$ cat src/rtl/iob_plic_gw_arb_pkg.sv
// iob_plic_gw_arb_pkg: shared register map, field widths and byte-strobe merge helper
package iob_plic_gw_arb_pkg;
    localparam int ID_W = 5;
    localparam logic [11:0] PEND_ADDR = 12'h080;
    localparam logic [11:0] MODE_ADDR = 12'h084;
    localparam logic [11:0] TGT_BASE  = 12'h100;
    typedef enum logic [1:0] {
        TREG_ENABLE = 2'd0,
        TREG_THRESH = 2'd1,
        TREG_CLAIM  = 2'd2,
        TREG_RSVD   = 2'd3
    } treg_e;
    function automatic logic [31:0] wmerge(input logic [31:0] old_v, input logic [31:0] new_v, input logic [3:0] strb);
        logic [31:0] r;
        r = old_v;
        for (int b = 0; b < 4; b++) if (strb[b]) r[8*b +: 8] = new_v[8*b +: 8];
        return r;
    endfunction
endpackage

$ cat src/rtl/iob_plic_gw_arb_gateway.sv
// iob_plic_gateway: per-source sampler, saturating edge counter and in-service flag producing pending
module iob_plic_gateway #(
    parameter int MAX_PENDING_COUNT = 8,
    parameter int CNT_W = $clog2(MAX_PENDING_COUNT + 1)
) (
    input  logic clk_i,
    input  logic arst_n_i,
    input  logic cke_i,
    input  logic src_i,
    input  logic edge_i,
    input  logic claim_i,
    input  logic complete_i,
    input  logic mode_wr_i,
    output logic pending_o
);
    localparam logic [CNT_W-1:0] CNT_MAX = CNT_W'(MAX_PENDING_COUNT);
    logic src_q, src_d, ins_q, ins_d, rise;
    logic [CNT_W-1:0] cnt_q, cnt_d;
    // Next state: a coincident edge and claim cancel, mode writes restart edge detection
    always_comb begin
        rise = src_i & ~src_q;
        src_d = mode_wr_i ? 1'b0 : src_i;
        ins_d = claim_i ? 1'b1 : complete_i ? 1'b0 : ins_q;
        cnt_d = mode_wr_i ? '0
              : (!edge_i || (rise && claim_i)) ? cnt_q
              : rise ? (cnt_q == CNT_MAX ? cnt_q : cnt_q + CNT_W'(1))
              : (claim_i && cnt_q != '0) ? cnt_q - CNT_W'(1) : cnt_q;
        pending_o = (edge_i ? cnt_q != '0 : src_q) & ~ins_q;
    end
    // Gateway state registers, frozen while the clock enable is low
    always_ff @(posedge clk_i or negedge arst_n_i) begin
        if (!arst_n_i) begin
            src_q <= 1'b0;
            ins_q <= 1'b0;
            cnt_q <= '0;
        end else if (cke_i) begin
            src_q <= src_d;
            ins_q <= ins_d;
            cnt_q <= cnt_d;
        end
    end
endmodule

$ cat src/rtl/iob_plic_gw_arb.sv
// iob_plic_gw_arb: PLIC core with level/edge gateways, per-target priority arbiters and an IOb register slave
module iob_plic_gw_arb
    import iob_plic_gw_arb_pkg::*;
#(
    parameter int ADDR_W            = 16,
    parameter int DATA_W            = 32,
    parameter int N_SOURCES         = 8,
    parameter int N_TARGETS         = 2,
    parameter int PRIORITIES        = 8,
    parameter int MAX_PENDING_COUNT = 8,
    parameter int HAS_THRESHOLD     = 1
) (
    input  logic                 clk_i,
    input  logic                 arst_n_i,
    input  logic                 cke_i,
    input  logic                 iob_avalid,
    input  logic [ADDR_W-1:0]    iob_addr,
    input  logic [DATA_W-1:0]    iob_wdata,
    input  logic [DATA_W/8-1:0]  iob_wstrb,
    output logic                 iob_ready,
    output logic                 iob_rvalid,
    output logic [DATA_W-1:0]    iob_rdata,
    input  logic [N_SOURCES-1:0] src,
    output logic [N_TARGETS-1:0] irq
);
    localparam int PRIO_W = PRIORITIES > 1 ? $clog2(PRIORITIES) : 1;
    localparam int CNT_W = $clog2(MAX_PENDING_COUNT + 1);
    localparam logic [31:0] SRC_MASK = ((32'd1 << N_SOURCES) - 32'd1) << 1;

    logic [PRIO_W-1:0] prio_q [1:N_SOURCES];
    logic [PRIO_W-1:0] prio_d [1:N_SOURCES];
    logic [31:0] mode_q, mode_d;
    logic [31:0] en_q [N_TARGETS];
    logic [31:0] en_d [N_TARGETS];
    logic [PRIO_W-1:0] thr_q [N_TARGETS];
    logic [PRIO_W-1:0] thr_d [N_TARGETS];
    logic [PRIO_W-1:0] best_p [N_TARGETS];
    logic [ID_W-1:0] id_q [N_TARGETS];
    logic [ID_W-1:0] id_d [N_TARGETS];
    logic [N_TARGETS-1:0] irq_q, irq_d;
    logic rvalid_q, rvalid_d;
    logic [31:0] rdata_q, rdata_d, pend_w;
    logic [N_SOURCES:1] claim_s, complete_s, mode_wr_s, pend_s;
    logic wr, rd, is_prio, is_pend, is_mode, is_tgt, unused_addr;
    logic [4:0] psel;
    logic [2:0] tsel;
    treg_e treg;

    assign iob_ready = 1'b1;
    assign iob_rvalid = rvalid_q;
    assign iob_rdata = rdata_q;
    assign irq = irq_q;
    assign wr = iob_avalid & |iob_wstrb;
    assign rd = iob_avalid & ~|iob_wstrb;
    assign is_prio = iob_addr[ADDR_W-1:7] == '0;
    assign is_pend = iob_addr[ADDR_W-1:2] == (ADDR_W-2)'(PEND_ADDR[11:2]);
    assign is_mode = iob_addr[ADDR_W-1:2] == (ADDR_W-2)'(MODE_ADDR[11:2]);
    assign is_tgt = iob_addr[ADDR_W-1:7] == (ADDR_W-7)'(TGT_BASE[11:7]);
    assign psel = iob_addr[6:2];
    assign tsel = iob_addr[6:4];
    assign treg = treg_e'(iob_addr[3:2]);
    assign unused_addr = ^iob_addr[1:0];

    for (genvar g = 1; g <= N_SOURCES; g++) begin : g_gw
        iob_plic_gateway #(
            .MAX_PENDING_COUNT(MAX_PENDING_COUNT),
            .CNT_W(CNT_W)
        ) u_gw (
            .clk_i(clk_i),
            .arst_n_i(arst_n_i),
            .cke_i(cke_i),
            .src_i(src[g-1]),
            .edge_i(mode_q[g]),
            .claim_i(claim_s[g]),
            .complete_i(complete_s[g]),
            .mode_wr_i(mode_wr_s[g]),
            .pending_o(pend_s[g])
        );
    end

    // Register writes, read mux and per-source claim/complete/mode-write strobes
    always_comb begin
        prio_d = prio_q;
        mode_d = mode_q;
        en_d = en_q;
        thr_d = thr_q;
        rvalid_d = rd;
        rdata_d = rd ? '0 : rdata_q;
        claim_s = '0;
        complete_s = '0;
        mode_wr_s = '0;
        pend_w = '0;
        for (int s = 1; s <= N_SOURCES; s++) pend_w[s] = pend_s[s];
        if (wr && is_mode) mode_d = wmerge(mode_q, iob_wdata, iob_wstrb) & SRC_MASK;
        if (rd && is_pend) rdata_d = pend_w;
        if (rd && is_mode) rdata_d = mode_q;
        for (int s = 1; s <= N_SOURCES; s++) begin
            if (is_prio && psel == 5'(s)) begin
                if (wr && iob_wstrb[0]) prio_d[s] = iob_wdata[PRIO_W-1:0];
                if (rd) rdata_d = 32'(prio_q[s]);
            end
            mode_wr_s[s] = wr && is_mode && iob_wstrb[s/8];
        end
        for (int t = 0; t < N_TARGETS; t++) begin
            if (is_tgt && tsel == 3'(t)) begin
                if (wr && treg == TREG_ENABLE) en_d[t] = wmerge(en_q[t], iob_wdata, iob_wstrb) & SRC_MASK;
                if (wr && treg == TREG_THRESH && iob_wstrb[0] && HAS_THRESHOLD != 0) thr_d[t] = iob_wdata[PRIO_W-1:0];
                if (rd) rdata_d = treg == TREG_ENABLE ? en_q[t]
                                : treg == TREG_THRESH ? 32'(thr_q[t])
                                : treg == TREG_CLAIM ? 32'(id_q[t]) : '0;
                for (int s = 1; s <= N_SOURCES; s++) begin
                    claim_s[s] = claim_s[s] | (rd && treg == TREG_CLAIM && id_q[t] == ID_W'(s));
                    complete_s[s] = complete_s[s] | (wr && treg == TREG_CLAIM && iob_wstrb[0] && iob_wdata[ID_W-1:0] == ID_W'(s));
                end
            end
        end
    end

    // Per-target winner: highest priority strictly above threshold, lowest ID wins ties
    always_comb begin
        for (int t = 0; t < N_TARGETS; t++) begin
            best_p[t] = thr_q[t];
            id_d[t] = '0;
            for (int s = 1; s <= N_SOURCES; s++) begin
                if (pend_s[s] && en_q[t][s] && prio_q[s] > best_p[t]) begin
                    best_p[t] = prio_q[s];
                    id_d[t] = ID_W'(s);
                end
            end
            irq_d[t] = id_d[t] != '0;
        end
    end

    // Register file, read response and registered arbiter outputs; all hold while cke_i is low
    always_ff @(posedge clk_i or negedge arst_n_i) begin
        if (!arst_n_i) begin
            for (int s = 1; s <= N_SOURCES; s++) prio_q[s] <= '0;
            for (int t = 0; t < N_TARGETS; t++) begin
                en_q[t] <= '0;
                thr_q[t] <= '0;
                id_q[t] <= '0;
            end
            mode_q <= '0;
            irq_q <= '0;
            rvalid_q <= 1'b0;
            rdata_q <= '0;
        end else if (cke_i) begin
            prio_q <= prio_d;
            en_q <= en_d;
            thr_q <= thr_d;
            id_q <= id_d;
            mode_q <= mode_d;
            irq_q <= irq_d;
            rvalid_q <= rvalid_d;
            rdata_q <= rdata_d;
        end
    end
endmodule

$ cat config.mk
export PLATFORM = sky130hd
export DESIGN_NAME = iob_plic_gw_arb
export DESIGN_NICKNAME = d
export VERILOG_FILES = /design/src/rtl/iob_plic_gw_arb_pkg.sv /design/src/rtl/iob_plic_gw_arb_gateway.sv /design/src/rtl/iob_plic_gw_arb.sv
export SDC_FILE = /design/constraint.sdc
export NUM_CORES = 1
export LEC_CHECK = 0
export CORE_MARGIN = 2
export CORE_UTILIZATION = 55
export DETAILED_ROUTE_END_ITERATION = 8
export PLACE_DENSITY_LB_ADDON = 0.15
export SLEW_MARGIN = 30
export SYNTH_ARGS = -nofsm -noshare
export SYNTH_HDL_FRONTEND = slang
export SYNTH_HIERARCHICAL = 1
export SYNTH_SLANG_ARGS = --single-unit
$ cat constraint.sdc
create_clock -name clk_i -period 35.1 [get_ports clk_i]
set_clock_uncertainty 0.15 [all_clocks]
set_input_delay 8.775 -clock clk_i [delete_from_list [all_inputs] [get_ports clk_i]]
set_output_delay 8.775 -clock clk_i [all_outputs]
set_load 0.1 [all_outputs]
* Word level (Yosys, flattened, before mapping)
Cells that the tools add are included.
** Storage, ports and cells
- Output and inout port bits :: 36
- Logic and storage cells :: 497
- Bits of input ports :: 64
- Flip-flop bits (word level) :: 147
** Cells by class
- Mux-type cells :: 135
- Magnitude comparators :: 16
- Bitwise gates (word level) :: 50
- Add/sub/neg operators :: 16
- Reduce and logical (&&, ||, !) cells :: 173
- Equal/unequal tests :: 62
** Operators by type and width (number)
- 32-bit 2-to-1 mux :: 23
- 4-bit 2-to-1 mux :: 40
- 1-bit logical AND :: 94
- 5-bit 2-to-1 mux :: 18
- 5-bit by 3-bit equality test with 1-bit output (second input constant) :: 16
- 3-bit > comparator :: 16
- 4-bit AND reduction :: 12
- 3-bit 2-to-1 mux :: 14
- 5-bit by 2-bit equality test with 1-bit output (second input constant) :: 8
- 3-bit AND reduction :: 12
- 1-bit 2-to-1 mux :: 34
- 4-bit by 1-bit adder with 4-bit output (second input constant) :: 8
- 4-bit equality test (second input constant) :: 8
- 8-bit 2-to-1 mux :: 4
- 4-bit nonzero test :: 8
- 4-bit by 1-bit subtractor with 4-bit output (second input constant) :: 8
- 14-bit by 6-bit equality test with 1-bit output (second input constant) :: 2
- 3-bit nonzero test :: 8
- 5-bit by 1-bit equality test with 1-bit output (second input constant) :: 4
- 5-bit by 4-bit equality test with 1-bit output (second input constant) :: 4
- 1-bit bitwise AND :: 18
- 9-bit 2-to-1 mux :: 2
- 3-bit inequality test (second input constant) :: 6
- 1-bit NOT :: 16
- other kinds (17) :: 69

* Depth between registers and ports, before layout
- Depth in word-level cells :: 28
- Depth in mapped cells :: 54
- Depth with buffers taken out :: 54

* Hierarchy
Netlist, hierarchy kept.
** By module, submodules not included
- iob_plic_gw_arb :: instances 1, area an instance 6636.4 um^2, cells each 742, sequential area each 2427.3 um^2
- iob_plic_gateway :: instances 8, area an instance 434.2 um^2, cells each 46, sequential area each 150.1 um^2

* Worst setup path before layout
No wires, ideal clock.
- Path type :: input -> register
- Start point :: input iob_addr[9]
- End point :: register g_gw[7].u_gw.cnt_q[3]
- Library setup time :: 126 ps
- Arrival time :: 11871 ps
- Path buffers :: 1
- Required time :: 34824 ps
- Stages :: 13
- Path slack :: 22953 ps
- Cells stage by stage :: or4_1 or3_1 clkbuf_1 nor2_1 nand3_1 nor3b_1 nand3_1 a21oi_1 xnor2_1 or4_4 o211ai_2 nor4_1 a221o_1
** On the way
- Cells in the longest elaborated chain, start to end :: 9
- Elaborated cells on any way between the ends :: 17
- Those cells by class :: eq/ne (4); mux (3); bitwise (1); reduce/logical (9)
** RTL lines
- start, declared :: RTL line iob_plic_gw_arb.sv:17 : input logic [ADDR_W-1:0] iob_addr,
- 9-bit by 2-bit equality test with 1-bit output (*) :: RTL line iob_plic_gw_arb.sv:58 : assign is_tgt = iob_addr[ADDR_W-1:7] == (ADDR_W-7)'(TGT_BASE[11:7]);
- 1-bit logical AND :: RTL line iob_plic_gw_arb.sv:105 : if (is_tgt && tsel == 3'(t)) begin
- 8-bit 2-to-1 mux :: RTL line iob_plic_gw_arb.sv:105
- 1-bit OR :: RTL line iob_plic_gw_arb.sv:112 : claim_s[s] = claim_s[s] | (rd && treg == TREG_CLAIM && id_q[t] == ID_W'(s));
- 8-bit 2-to-1 mux (*) :: RTL line iob_plic_gw_arb.sv:105
- named net claim_s (one bit) :: RTL line iob_plic_gw_arb.sv:43 : logic [N_SOURCES:1] claim_s, complete_s, mode_wr_s, pend_s;
- 1-bit logical AND :: RTL line iob_plic_gw_arb_gateway.sv:25 : : (!edge_i || (rise && claim_i)) ? cnt_q
- 1-bit logical OR :: RTL line iob_plic_gw_arb_gateway.sv:25
- 2-bit inequality test (no source line)
- 4-bit AND reduction (no source line) (*)
- end signal, assigned :: RTL line iob_plic_gw_arb_gateway.sv:39 : cnt_q <= cnt_d;
- end, declared :: RTL line iob_plic_gw_arb_gateway.sv:18 : logic [CNT_W-1:0] cnt_q, cnt_d;
Mark *: on every way through the listed nets, which the timed path passes. The rest lies on a longest branch.
A chain may end at the register's enable or synchronous reset.

* Final worst setup path
Same ends and word-level chain as after synthesis.

==> impl_results.rst <==
.. list-table::
   :header-rows: 1

   * - Metric
     - Value
   * - Result of the run
     - finished, final reports clean
   * - Number of clock buffers inserted by TritonCTS
     - 17
   * - GRT Resource Usage Total
     - between 20% and 30%
   * - Total power
     - between 0.4 and 0.5 mW
   * - Clock H-tree levels
     - 4
   * - Total congestion overflow after global routing
     - 0
   * - Post-Route WL
     - approximately 28 mm
   * - Min-delay src
     - iob_rdata[23]
   * - Area inside the core boundary
     - 18000 sq um
   * - Max Fclk
     - ~0.079 GHz
   * - Post-synthesis net count
     - around 1200
   * - Reported leakage power
     - approximately 4.9 nW
   * - Most common flop cell mapped by yosys
     - sky130_fd_sc_hd__dfrtp_1
   * - Fraction of synthesis flops using an asynchronous set or reset pin
     - 100%
   * - Final setup violation count
     - 0
   * - Sequential area share after synthesis
     - 35.9%
   * - Element type at the critical path start
     - primary input
   * - Largest area contributor in the netlist
     - sky130_fd_sc_hd__dfrtp_1
   * - Post-synthesis cell count
     - 1110
   * - Area growth, synth to finish
     - 15.3%
   * - Worst Path Arrival
     - 12.82 ns
   * - Max-Cap Viols
     - 0
   * - GPL Wtd Cong
     - just under 1
   * - Layout cells sized above 1
     - 13.1%
   * - Count of filler cells inserted in the layout
     - 1489
   * - Cell row count
     - 49
   * - Initial DRT Pass Iterations
     - 6
   * - Biggest area contributors in the synthesized netlist
     - sky130_fd_sc_hd__dfrtp_1, sky130_fd_sc_hd__mux2_2, sky130_fd_sc_hd__ha_1
   * - Synthesized area per cell
     - approximately 9 sq um
   * - Maximum clock path buffer count
     - 2
   * - Transition time of the tightest slew-check pin
     - around 1.0 ns
   * - Data required time of the worst path
     - between 30 and 40 ns
   * - Fraction of synthesized cell area taken by the top area cell type
     - roughly 36%
   * - Die height
     - between 100 and 150 microns
   * - Post-CTS setup buffer count
     - 0
   * - Worst skew pair latency
     - about 0.44 ns
   * - Worst ir drop on vdd
     - 35.6 uV
   * - First-pass GRT wire length
     - around 46 mm
   * - DIE WIDTH
     - about 140 microns
   * - Maximum number of pins on one net before global-route repair
     - 76
   * - Fin worst setup slack
     - ~22 ns
   * - Critical path startpoint
     - iob_addr[9]
   * - Seq cells post-synth
     - around 150
   * - Final net count
     - 1281
   * - Port Buf Inserts
     - 73
   * - Count of flip-flops with a built-in enable after synthesis
     - 0
   * - Root Driver
     - sky130_fd_sc_hd__clkbuf_16
   * - TritonCTS clock tree
     - done
   * - Routed via count
     - a little over 9000
   * - Post-layout util
     - between 60% and 70%
   * - Inserted Diodes
     - 0
   * - Number of distinct library cells after synthesis
     - around 90
   * - Syn Std Cell Area
     - a little over 10000 sq um
   * - Number of pins with negative max-slew slack in the final report
     - 0
   * - Post-place setup slack
     - about 22 ns
   * - Power Density
     - about 35 nW/um^2
   * - Classification of the worst-slack hold path
     - reg -> reg
   * - Clock transition at the register clock pins on the worst setup and hold paths after CTS
     - around 0.070 ns
   * - Ratio of final minimum period to clock period
     - 36.0%
   * - Vias in the first global route
     - slightly below 9000
   * - Critical path class
     - in -> reg
   * - Max-slew headroom at the worst pin
     - 33.4%
   * - Effective utilization at floorplan
     - 56.1%
   * - TNS Setup
     - 0 ns
   * - Routed wire per std cell
     - between 15 and 20 microns
   * - Yosys synthesis warning count
     - 6
   * - DR vias/cell
     - around 6.4
   * - Half-perimeter wire length of the detailed placement result
     - between 20 and 25 mm
   * - CTS sink cnt
     - 145
   * - Boundary pin count
     - 100
   * - CTS-repair resized insts
     - 0
   * - DR DRC count
     - 0
   * - Max FO, Critical Path
     - 10
   * - Number of antenna-violating nets in the routed design
     - 0
   * - Setup repair after global routing missed its margin
     - false
   * - Crit path capture type
     - register
   * - Number of failing hold endpoints at the final stage
     - 0
   * - First-iteration detailed-routing DRC count
     - approximately 750
   * - Final Critical Period
     - 12.65 ns
   * - Floorplan die area
     - slightly below 20000 sq um
   * - Number of hold buffers added after cts
     - 0
   * - Startpoint of the worst-slack reg-to-reg timing path
     - thr_q[5]
   * - Number of antenna violations at the first check in global routing
     - 0
layout make-up:
class / count / area [sq um] / area share (%)
Sequential cell: 145 / 3630 / 31.1
Clock buffer: 17 / 425 / 3.65
Timing Repair Buffer: 83 / 801 / 6.87
Inverter: 71 / 267 / 2.29
Tap cell: 229 / 287 / 2.46
Multi-Input combinational cell: 855 / 6060 / 52.0
Clock inverter: 15 / 184 / 1.58
per-stage QoR:
stage / instances / instance area [sq um] / hold slack (ns)
3_3_place_gp: 1383 / 11000 / 0.318
5_1_grt: 1415 / 11700 / 0.350
4_1_cts: 1415 / 11700 / 0.341
3_5_place_dp: 1383 / 11000 / 0.320
6_report: 1415 / 11700 / 0.335
2_1_floorplan: 1110 / 10100 / 0.317
sequential cells by signal, indices dropped and copies added (netlist names):
signal,count
g_gw.u_gw/cnt_q,32
iob_rdata,32
prio_q,24
en_q,16
g_gw.u_gw/ins_q,8
g_gw.u_gw/src_q,8
id_q,8
mode_q,8
thr_q,6
irq,2
iob_rvalid,1
worst max-delay path, cell delays in order:
cell	delay, ns
sky130_fd_sc_hd__clkdlybuf4s50_1	0.39
sky130_fd_sc_hd__or4_1	0.59
sky130_fd_sc_hd__or3_1	0.54
sky130_fd_sc_hd__nor2_1	0.27
sky130_fd_sc_hd__nand3_1	0.21
sky130_fd_sc_hd__nor3b_1	0.50
sky130_fd_sc_hd__nand3_1	0.13
sky130_fd_sc_hd__a21oi_1	0.40
sky130_fd_sc_hd__xnor2_1	0.12
sky130_fd_sc_hd__or4_4	0.45
sky130_fd_sc_hd__o211ai_2	0.09
sky130_fd_sc_hd__nor4_1	0.06
sky130_fd_sc_hd__a221o_1	0.28
Yosys cell counts (all sizes together), types with 10 or more instances:
| master | count |
|---|---|
| o21ai | 56 |
| nor3 | 26 |
| o2bb2ai | 21 |
| or4 | 11 |
| a21oi | 39 |
| o22ai | 14 |
| nand2 | 100 |
| a31oi | 22 |
| a22oi | 13 |
| clkbuf | 28 |
| mux2 | 65 |
| ha | 44 |
| dfrtp | 145 |
| and2 | 30 |
| o211ai | 18 |
| xnor2 | 16 |
| nor2b | 16 |
| inv | 71 |
| buf | 11 |
| nand3b | 11 |
| mux2i | 13 |
| a211oi | 10 |
| a2bb2oi | 10 |
| nor2 | 89 |
| a22o | 10 |
| o21a | 18 |
| nor4 | 25 |
| a221o | 12 |
| nand3 | 43 |
| and3 | 11 |
power by group:
part / switching [mW] / leakage, nW / internal (mW)
logic: 0.0361 / 2.82 / 0.0167
registers: 0.00274 / 1.76 / 0.170
clock network: 0.0863 / 0.298 / 0.0968
kinds of logic (layout without fill, tap and decap cells):
group           after synthesis  after routing  synth area share (%)
compound gates              304            304                  22.7
xor+xnor                     24             24                  2.08
fa+ha+maj                    48             48                  5.85
buf+inv                     110            186                  4.23
flops                       145            145                  35.9
mux                          78             78                  8.56
other cells                   1              1                0.0371
simple gates                400            400                  20.7
cell usage in the layout (no fill, tap or decap), types with 10 or more instances in the layout:
cell type                         netlist  final
sky130_fd_sc_hd__a22o_1                10     10
sky130_fd_sc_hd__mux2i_1               13     13
sky130_fd_sc_hd__inv_1                 71     71
sky130_fd_sc_hd__nor3_1                26     26
sky130_fd_sc_hd__o22ai_1               14     14
sky130_fd_sc_hd__mux2_2                64     64
sky130_fd_sc_hd__clkdlybuf4s50_1        0     70
sky130_fd_sc_hd__nor2_1                88     87
sky130_fd_sc_hd__a22oi_1               13     13
sky130_fd_sc_hd__a2bb2oi_1             10     10
sky130_fd_sc_hd__nor4_1                25     25
sky130_fd_sc_hd__xnor2_1               16     16
sky130_fd_sc_hd__a221o_1               12     12
sky130_fd_sc_hd__o21a_1                18     18
sky130_fd_sc_hd__nor2b_1               15     15
sky130_fd_sc_hd__nand3b_1              11     11
sky130_fd_sc_hd__clkbuf_16              0     17
sky130_fd_sc_hd__o211ai_1              10     10
sky130_fd_sc_hd__dfrtp_1              145    145
sky130_fd_sc_hd__nand3_1               43     43
sky130_fd_sc_hd__and3_1                11     11
sky130_fd_sc_hd__and2_1                30     30
sky130_fd_sc_hd__o21ai_0               47     47
sky130_fd_sc_hd__nand2_1              100    100
sky130_fd_sc_hd__a21oi_1               39     39
sky130_fd_sc_hd__ha_1                  44     44
sky130_fd_sc_hd__o2bb2ai_1             21     21
sky130_fd_sc_hd__a31oi_1               21     21
path summary, 6_finish.rpt:
path                                         end  slack, ns  cells past startpoint
setup / recovery           g_gw[7].u_gw/cnt_q[3]      22.45                     13
hold reg to reg                    iob_rdata[23]       0.34                      1
setup reg to reg                         id_q[5]      22.67                     52
hold / removal                     iob_rdata[23]       0.34                      1
min in group asynchronous               thr_q[5]       8.23                      1
max in group asynchronous          iob_rdata[12]      25.47                      2
per-layer routing:
metal | vias up | share of wire (%) | global-route usage (%)
met3 | 69 | 8.4 | 7.43
met5 | - | 0 | 0
li1 | 4287 | - | -
met1 | 4366 | 43 | 40.8
met4 | 0 | 3.9 | 12.7
met2 | 385 | 44 | 44.3
(Power assumes the default switching activity.)
